===== config.mk =====
export PLATFORM = sky130hd
export DESIGN_NAME = alu_acc_seq
export DESIGN_NICKNAME = d
export VERILOG_FILES = /design/src/rtl/alu_acc_seq.sv
export SDC_FILE = /design/constraint.sdc
export NUM_CORES = 1
export LEC_CHECK = 0
export CORE_ASPECT_RATIO = 1.1
export CORE_MARGIN = 5
export CORE_UTILIZATION = 56
export DETAILED_ROUTE_END_ITERATION = 8
export PLACE_DENSITY = 0.82
export REMOVE_ABC_BUFFERS = 1
export SYNTH_ARGS = -nofsm -noshare
export SYNTH_HDL_FRONTEND = slang
export SYNTH_SLANG_ARGS = --single-unit

===== constraint.sdc =====
create_clock -name clk -period 3.1 [get_ports clk]
set_input_delay 0.465 -clock clk [delete_from_list [all_inputs] [get_ports clk]]
set_output_delay 0.465 -clock clk [all_outputs]
set_load 0.01 [all_outputs]

===== src/rtl/alu_acc_seq.sv =====
`default_nettype none
// ============================================================================
//  Module   : alu_acc_seq
//  Purpose  : Accumulator datapath with carry and zero flags and a
//             start/busy/done handshake. Single-cycle ALU ops (LD, ADD, SUB,
//             AND, OR, XOR, NOT, CLC, RCL, RCR) plus an optional multi-cycle
//             unsigned shift-add multiplier (MUL).
//  Revision : 1.0  initial release
// ----------------------------------------------------------------------------
//  Ports
//    clk     in   rising-edge clock
//    nReset  in   asynchronous active-low reset
//    start   in   request, sampled only while busy=0
//    op      in   [3:0] operation code, sampled with start
//    r       in   [WIDTH-1:0] second operand, sampled with start
//    acc     out  [WIDTH-1:0] accumulator A
//    acc_hi  out  [WIDTH-1:0] high half of the last MUL product
//    cy      out  carry / borrow flag
//    zf      out  zero flag of the last A-writing op
//    busy    out  multiply in progress
//    done    out  one-cycle completion pulse
//    err     out  one-cycle illegal-op pulse
//  Build option
//    ALU_MUL_EN  defined: MUL (op 10), acc_hi, MUL state and counter built.
//                undefined: op 10 is illegal, acc_hi=0, busy=0.
// ============================================================================
module alu_acc_seq #(
  parameter int WIDTH = 8,
  parameter int CNT_W = $clog2(WIDTH) + 1
) (
  input  logic             clk,
  input  logic             nReset,
  input  logic             start,
  input  logic [3:0]       op,
  input  logic [WIDTH-1:0] r,
  output logic [WIDTH-1:0] acc,
  output logic [WIDTH-1:0] acc_hi,
  output logic             cy,
  output logic             zf,
  output logic             busy,
  output logic             done,
  output logic             err
);

  localparam logic [3:0] c_OP_LD  = 4'd0;
  localparam logic [3:0] c_OP_ADD = 4'd1;
  localparam logic [3:0] c_OP_SUB = 4'd2;
  localparam logic [3:0] c_OP_AND = 4'd3;
  localparam logic [3:0] c_OP_OR  = 4'd4;
  localparam logic [3:0] c_OP_XOR = 4'd5;
  localparam logic [3:0] c_OP_NOT = 4'd6;
  localparam logic [3:0] c_OP_CLC = 4'd7;
  localparam logic [3:0] c_OP_RCL = 4'd8;
  localparam logic [3:0] c_OP_RCR = 4'd9;
  localparam logic [3:0] c_OP_MUL = 4'd10;

  typedef enum logic [0:0] {
    S_IDLE = 1'b0,
    S_MUL  = 1'b1
  } state_t;

  state_t           r_state;
  logic [WIDTH-1:0] r_acc;
  logic             r_cy;
  logic             r_zf;
  logic             r_done;
  logic             r_err;

  logic [WIDTH:0]   w_add;
  logic [WIDTH:0]   w_sub;
  logic [WIDTH-1:0] w_res;
  logic             w_cy_n;
  logic             w_wr_a;
  logic             w_illegal;

`ifdef ALU_MUL_EN
  logic [WIDTH-1:0] r_acc_hi;
  logic [WIDTH-1:0] r_mcand;
  // Product shadow: r_p_hi accumulates partial sums, r_p_lo starts as the
  // multiplier and is shifted out LSB-first while product bits shift in.
  logic [WIDTH-1:0] r_p_hi;
  logic [WIDTH-1:0] r_p_lo;
  logic [CNT_W-1:0] r_cnt;
  logic             w_is_mul;
  logic [WIDTH:0]   w_sum;
  logic [WIDTH-1:0] w_p_hi_n;
  logic [WIDTH-1:0] w_p_lo_n;

  assign w_sum    = {1'b0, r_p_hi} + (r_p_lo[0] ? {1'b0, r_mcand} : '0);
  assign w_p_hi_n = w_sum[WIDTH:1];
  assign w_p_lo_n = {w_sum[0], r_p_lo[WIDTH-1:1]};
`endif

  // Borrow falls out as the extra MSB of the widened subtraction.
  assign w_add = {1'b0, r_acc} + {1'b0, r} + {{WIDTH{1'b0}}, r_cy};
  assign w_sub = {1'b0, r_acc} - {1'b0, r} - {{WIDTH{1'b0}}, r_cy};

  always_comb begin
    w_res     = r_acc;
    w_cy_n    = r_cy;
    w_wr_a    = 1'b1;
    w_illegal = 1'b0;
`ifdef ALU_MUL_EN
    w_is_mul  = 1'b0;
`endif
    case (op)
      c_OP_LD:  w_res = r;
      c_OP_ADD: begin
        w_res  = w_add[WIDTH-1:0];
        w_cy_n = w_add[WIDTH];
      end
      c_OP_SUB: begin
        w_res  = w_sub[WIDTH-1:0];
        w_cy_n = w_sub[WIDTH];
      end
      c_OP_AND: w_res = r_acc & r;
      c_OP_OR:  w_res = r_acc | r;
      c_OP_XOR: w_res = r_acc ^ r;
      c_OP_NOT: w_res = ~r_acc;
      c_OP_CLC: begin
        w_cy_n = 1'b0;
        w_wr_a = 1'b0;
      end
      c_OP_RCL: begin
        w_res  = {r_acc[WIDTH-2:0], r_cy};
        w_cy_n = r_acc[WIDTH-1];
      end
      c_OP_RCR: begin
        w_res  = {r_cy, r_acc[WIDTH-1:1]};
        w_cy_n = r_acc[0];
      end
      c_OP_MUL: begin
`ifdef ALU_MUL_EN
        w_is_mul  = 1'b1;
        w_wr_a    = 1'b0;
`else
        w_illegal = 1'b1;
`endif
      end
      default:  w_illegal = 1'b1;
    endcase
  end

  always_ff @(posedge clk or negedge nReset) begin
    if (!nReset) begin
      r_state  <= S_IDLE;
      r_acc    <= '0;
      r_cy     <= 1'b0;
      r_zf     <= 1'b1;
      r_done   <= 1'b0;
      r_err    <= 1'b0;
`ifdef ALU_MUL_EN
      r_acc_hi <= '0;
      r_mcand  <= '0;
      r_p_hi   <= '0;
      r_p_lo   <= '0;
      r_cnt    <= '0;
`endif
    end else begin
      r_done <= 1'b0;
      r_err  <= 1'b0;
      case (r_state)
        S_IDLE: begin
          if (start) begin
            if (w_illegal) begin
              r_err <= 1'b1;
`ifdef ALU_MUL_EN
            end else if (w_is_mul) begin
              r_mcand <= r_acc;
              r_p_hi  <= '0;
              r_p_lo  <= r;
              r_cnt   <= '0;
              r_state <= S_MUL;
`endif
            end else begin
              r_acc  <= w_res;
              r_cy   <= w_cy_n;
              if (w_wr_a) begin
                r_zf <= (w_res == '0);
              end
              r_done <= 1'b1;
            end
          end
        end
`ifdef ALU_MUL_EN
        S_MUL: begin
          r_p_hi <= w_p_hi_n;
          r_p_lo <= w_p_lo_n;
          r_cnt  <= r_cnt + CNT_W'(1);
          // Last iteration: publish the freshly computed product directly.
          if (r_cnt == CNT_W'(WIDTH - 1)) begin
            r_acc    <= w_p_lo_n;
            r_acc_hi <= w_p_hi_n;
            r_cy     <= |w_p_hi_n;
            r_zf     <= (w_p_lo_n == '0);
            r_done   <= 1'b1;
            r_state  <= S_IDLE;
          end
        end
`endif
        default: r_state <= S_IDLE;
      endcase
    end
  end

  assign acc  = r_acc;
  assign cy   = r_cy;
  assign zf   = r_zf;
  assign done = r_done;
  assign err  = r_err;
`ifdef ALU_MUL_EN
  assign acc_hi = r_acc_hi;
  assign busy   = (r_state == S_MUL);
`else
  assign acc_hi = '0;
  assign busy   = 1'b0;
`endif

endmodule
`default_nettype wire


# == After elaboration in Yosys (flattened, before gate mapping) ==
# Cells that the tools add are included.
# word_totals
ff_bits,12
input_bits,15
word_cells,36
# op_classes
mux,6
add_sub_neg,4
eq_ne,9
reduce_logical,7
bitwise_logic,5
# op_table
cell,count
one-hot mux 8 bit (9 select lines),1
"== test 4 x 3 -> 1 bit, second input constant",4
OR reduction 10 bit,1
adder 8 x 8 -> 9 bit,1
adder 9 x 1 -> 9 bit,1
subtractor 8 x 8 -> 9 bit,1
subtractor 9 x 1 -> 9 bit,1
bitwise AND 8 bit,1
"== test 4 x 2 -> 1 bit, second input constant",2
"== test 4 bit, second input constant",2
zero test 8 bit,1
inverter 8 bit,1
OR 8 bit,1
XOR 8 bit,1
AND reduction 3 bit,2
one-hot mux 1 bit (5 select lines),1
nonzero test 5 bit,1
"== test 4 x 1 -> 1 bit, second input constant",1
zero test 4 bit,1
2-to-1 mux 1 bit,4
AND reduction 2 bit,1
inverter 1 bit,1

# == Logic depth before layout (Yosys ltp) ==
# depth
word_depth,4
mapped_depth,11
depth_no_buf,11

# == Worst setup path before layout ==
# No wires, ideal clock.
# synth_path
kind,in2reg
startpoint,in r[0]
endpoint,reg r_zf (netlist: zf)
setup_slack_ns,0.257
cell_stages,10
required_time_ns,3.003
arrival_ns,2.746
path_buffers,0
path_cell_list,inv_1 fa_1 fa_1 o21ai_1 nand2b_1 xor2_1 a221o_1 a311o_1 nand4bb_1 o41ai_2
# synth_via
elab_chain_cells,4
word_cells_on_any_way,9
# synth_lines
element,line,source
"start, declared",35,"input logic [WIDTH-1:0] r,"
subtractor 8 x 8 -> 9 bit / adder 8 x 8 -> 9 bit (equally long branches),"96, 95",
subtractor 9 x 1 -> 9 bit / adder 9 x 1 -> 9 bit (equally long branches),"96, 95",
one-hot mux 8 bit (9 select lines) *,106,case (op)
zero test 8 bit *,179,r_zf <= (w_res == '0);
"end signal, assigned",179,
"end, declared",65,logic r_zf;
# Mark *: on every way between the ends. The rest lies on a longest branch, timed or not.
# A chain may end at the register's enable or synchronous reset.

# == Worst setup path in the final report ==
# layout_path
startpoint,in r[4]
endpoint,reg r_acc[7] (netlist: acc[7])
# layout_via
elab_chain_cells,3
word_cells_on_any_way,5
# layout_lines
element,line,source
subtractor 8 x 8 -> 9 bit / adder 8 x 8 -> 9 bit (equally long branches),"96, 95",
subtractor 9 x 1 -> 9 bit / adder 9 x 1 -> 9 bit (equally long branches),"96, 95",
one-hot mux 8 bit (9 select lines) *,106,
"end signal, assigned",176,r_acc <= w_res;
"end, declared",63,logic [WIDTH-1:0] r_acc;
# Marks and branches as above.

==> results summary <==
After clock tree synthesis, the flow added hold-fix buffers numbering 0. Setup slack on the critical path of the routed design comes to 111 ps. The CTS buffer count is 3. The type of destination of the critical path is a flop. The power density relative to cell area is 616 nW/um^2. The overall global routing resource usage came out at 26.7%. After clock tree synthesis, the clock-pin slew on the worst setup and hold paths is 70 ps.

The final worst-path cycle share is 96.4%. The critical path class is in -> reg. The final layout net count is 410. The clock tree from TritonCTS is done. The max-cap check violation count is 0.

The final critical-path required period came out at 2990 ps. The count of final hold-check violations was 0. The dominant combinational cell family by area after synthesis is compound AO/OA/AOI/OAI gates.

The count of warnings emitted by yosys came out at 0. The worst reg2reg path depth came out at 10. At the later pin of the worst-skew pair, clock insertion delay measures 260 ps.

In this run the most critical hold path is launched from zf$_DFFE_PN1P_. The endpoint identified for the worst register-to-register timing path is zf$_DFFE_PN1P_. The count of pins on the block boundary is 36. The share of synthesized cell area in and, or, nand and nor gates came out at 17.4%. The post-placement setup slack came out at -545 ps. The horizontal die dimension came out at 72.0 um.

The mux contribution to synthesized area came out at 3.70%. Counting flops with a built-in enable in the synthesized netlist gives 0. The chip height came out at 78.2 um. In this run, the number of DRC markers left after iteration 0 of detailed routing was 278. The terminating pin of the worst hold path is zf$_DFFE_PN1P_. The maximum clock skew at final layout is 12.8 ps. The clock net sink count came out at 12. For the pin with the worst max-slew slack, the measured transition is 695 ps. The run finished with clean final reports. The biggest fanout along the worst timing path came out at 3. Routability-driven placement finished with a final weighted congestion of 0.998. The worst IR drop on VDD came out at 0.298 mV.

For this configuration, the core starts out at a cell density of 58.9%. The placed wire-length estimate after detailed placement came out at 5600 um. On the critical path, the stage with the largest delay is an instance of clkdlybuf4s50_1. The mapped netlist covers 2370 um^2. The classification of the worst-slack hold path is reg -> reg. The fraction of final layout cells with drive strength greater than 1 came out at 20.3%. The worst register-to-register path has a setup slack of 150 ps. The number of DRC violations after detailed routing came out at 0. CTS placed an instance of clkbuf_8 at the clock tree root. After Yosys synthesis, full adders, half adders and majority gates account for 19.2% of the synthesized area. The row count is 24. The via count of the first global-routing pass is 2563. The largest total area in the synthesized netlist belongs to ha_1.

The length of the first detailed-routing pass in iterations is 5. The distinct cell type count of the synthesized netlist came out at 63. In the post-synthesis netlist, the biggest area contributors are ha_1 (16%), dfrtp_1 (12%), a21oi_1 (5.9%).

The relative slew slack is 53.5%. In this run the remaining antenna-violating nets after routing total 0. For this run, asynchronously set or reset flops after synthesis account for 100%.

The kind of start point of the critical path is a primary input. The launch point of the critical path is r[4]. Averaged over all synthesized cells, the footprint is 7.90 um^2. The cell count after synthesis is 300. The fraction of the mapped netlist area in compound gates is 28.7%. The startpoint identified for the worst register-to-register timing path is cy$_DFFE_PN0P_.

Counting flops and latches in the post-synthesis netlist gives 12. The post-synthesis share of cell area spent on xor and xnor gates came out at 3.70%. The area share of the largest cell type after synthesis came out at 15.8%. The area added between synthesis and finish is 25.5%. Setup violations remaining at the end of the flow were counted as 0. The total wire length after detailed routing came out at 7540 um.

The sequential fraction of the synthesis area came out at 12.7%. The total grt overflow is 0. During placement, the flow inserted port buffers numbering 26. The longest clock path from root to sink contains 2 buffers. The die area is 5630 um^2. The leakage power summed over all cells is 1.39 nW.

The final max-slew violation count came to 0. The worst hold path cell count came out at 2. The pin count of the biggest net entering global routing came out at 30. The highest clock rate came out at 0.335 GHz.

The routed wirelength normalized by instance count came out at 18.3 um. The initial antenna violation count is 0. The arrival time reported for the critical path endpoint came out at 3120 ps. On the worst path, the slowest cell contributes a delay of 470 ps. The library cell used most frequently in the layout, excluding fill and tap cells, is buf_4.

The H-tree depth is 1. The average via count per standard cell is 6.45. The final setup TNS came out at 0 ps. The first global-routing pass estimated 12100 um of wire. The diode insertion count for antenna repair came out at 0. The predominant post-synthesis flop cell is dfrtp_1. The signal on the critical path passes through clkdlybuf4s50_1 -> inv_1 -> ha_1 -> ha_2 -> nor4_2 -> a211oi_2 -> buf_4 -> a21o_1 -> a31oi_1 -> a21oi_1 -> o32a_1 -> mux2_2. The required time at the endpoint of the critical path is 3230 ps. The via count is 2656. The core area came out at 4020 um^2. In the layout the commonest cells are buf_4 (46), inv_1 (30), a21oi_1 (28), ha_1 (28), clkdlybuf4s50_1 (25).
-- synth_stat cells, types with 6 or more instances --
| library cell | instances |
|---|---|
| a21oi_1 | 28 |
| buf_4 | 13 |
| buf_6 | 10 |
| dfrtp_1 | 11 |
| ha_1 | 30 |
| inv_1 | 30 |
| mux2_2 | 6 |
| nand2_1 | 19 |
| nand3_1 | 7 |
| nor2_1 | 20 |
| nor3_1 | 7 |
| o21ai_0 | 13 |
| xor2_1 | 8 |
-- state kept, by name (all words and copies together) (netlist names) --
register,cells
acc,8
cy,1
zf,1
err,1
done,1
-- critical path, delay by kind of cell --
kind	cells	cell delay, ps
AO/OA/AOI/OAI	5	880
buffers and inverters	3	670
adder cells (fa/ha/maj)	2	530
AND/OR/NAND/NOR	1	290
multiplexers	1	270
-- kinds of logic (layout without fill, tap and decap cells) --
logic type,count (synthesis),count (layout)
compound gates,99,99
simple gates,79,79
buf+inv,57,109
fa+ha+maj,34,34
flops,12,12
xor+xnor,10,10
mux,8,8
other cells,1,9
-- timing repair --
action | CTS | global route
gates resized for setup | 2 | 9
setup endpoints to repair | 5 | 2
hold endpoints to repair | 0 | 0
setup buffers | 0 | 0
gates cloned | 0 | 0
-- layout make-up --
| type | count | area [um^2] |
|---|---|---|
| Clock buffer | 4 | 55.1 |
| Sequential cell | 12 | 303 |
| Multi-Input combinational cell | 239 | 1790 |
| Fill cell | 313 | 1050 |
| Inverter | 31 | 116 |
| Timing Repair Buffer | 74 | 641 |
| Tap cell | 52 | 65.1 |
-- report_power, final --
group          leakage, nW  switching, mW  internal, mW
Sequential           0.140         0.0547         0.198
Combinational         1.22          0.707         0.681
Clock               0.0288         0.0764         0.113
-- worst max path at each step --
stage          slack [ps]  depth (start not counted)            endpoint
6_report              110                         12  acc[7]$_DFFE_PN0P_
5_1_grt               -20                         12  acc[7]$_DFFE_PN0P_
4_1_cts                 4                         11      zf$_DFFE_PN1P_
3_5_place_dp         -540                         11      zf$_DFFE_PN1P_
3_3_place_gp         -440                         11      zf$_DFFE_PN1P_
2_1_floorplan         260                         10      zf$_DFFE_PN1P_
-- layer usage --
| layer | global-route usage [%] | part of all wire [%] |
|---|---|---|
| met1 | 34.4 | 39 |
| met2 | 44.7 | 48 |
| met3 | 3.96 | 9.8 |
| met4 | 10.2 | 2.8 |
| met5 | 0 | 0 |
-- stage by stage --
stage | power (mW) | instances | hold WS, ps | utilization [%] | area, um^2
floorplan | 1.01 | 282 | 169 | - | 2170
global placement | 1.52 | 408 | 516 | 71.7 | 2890
detailed placement | 1.55 | 408 | 524 | 71.7 | 2890
CTS | 1.76 | 412 | 533 | 73.1 | 2940
global route | 1.97 | 412 | 560 | 73.8 | 2970
finish | 1.83 | 412 | 531 | 73.8 | 2970
Power figures use the tool's default switching activity.
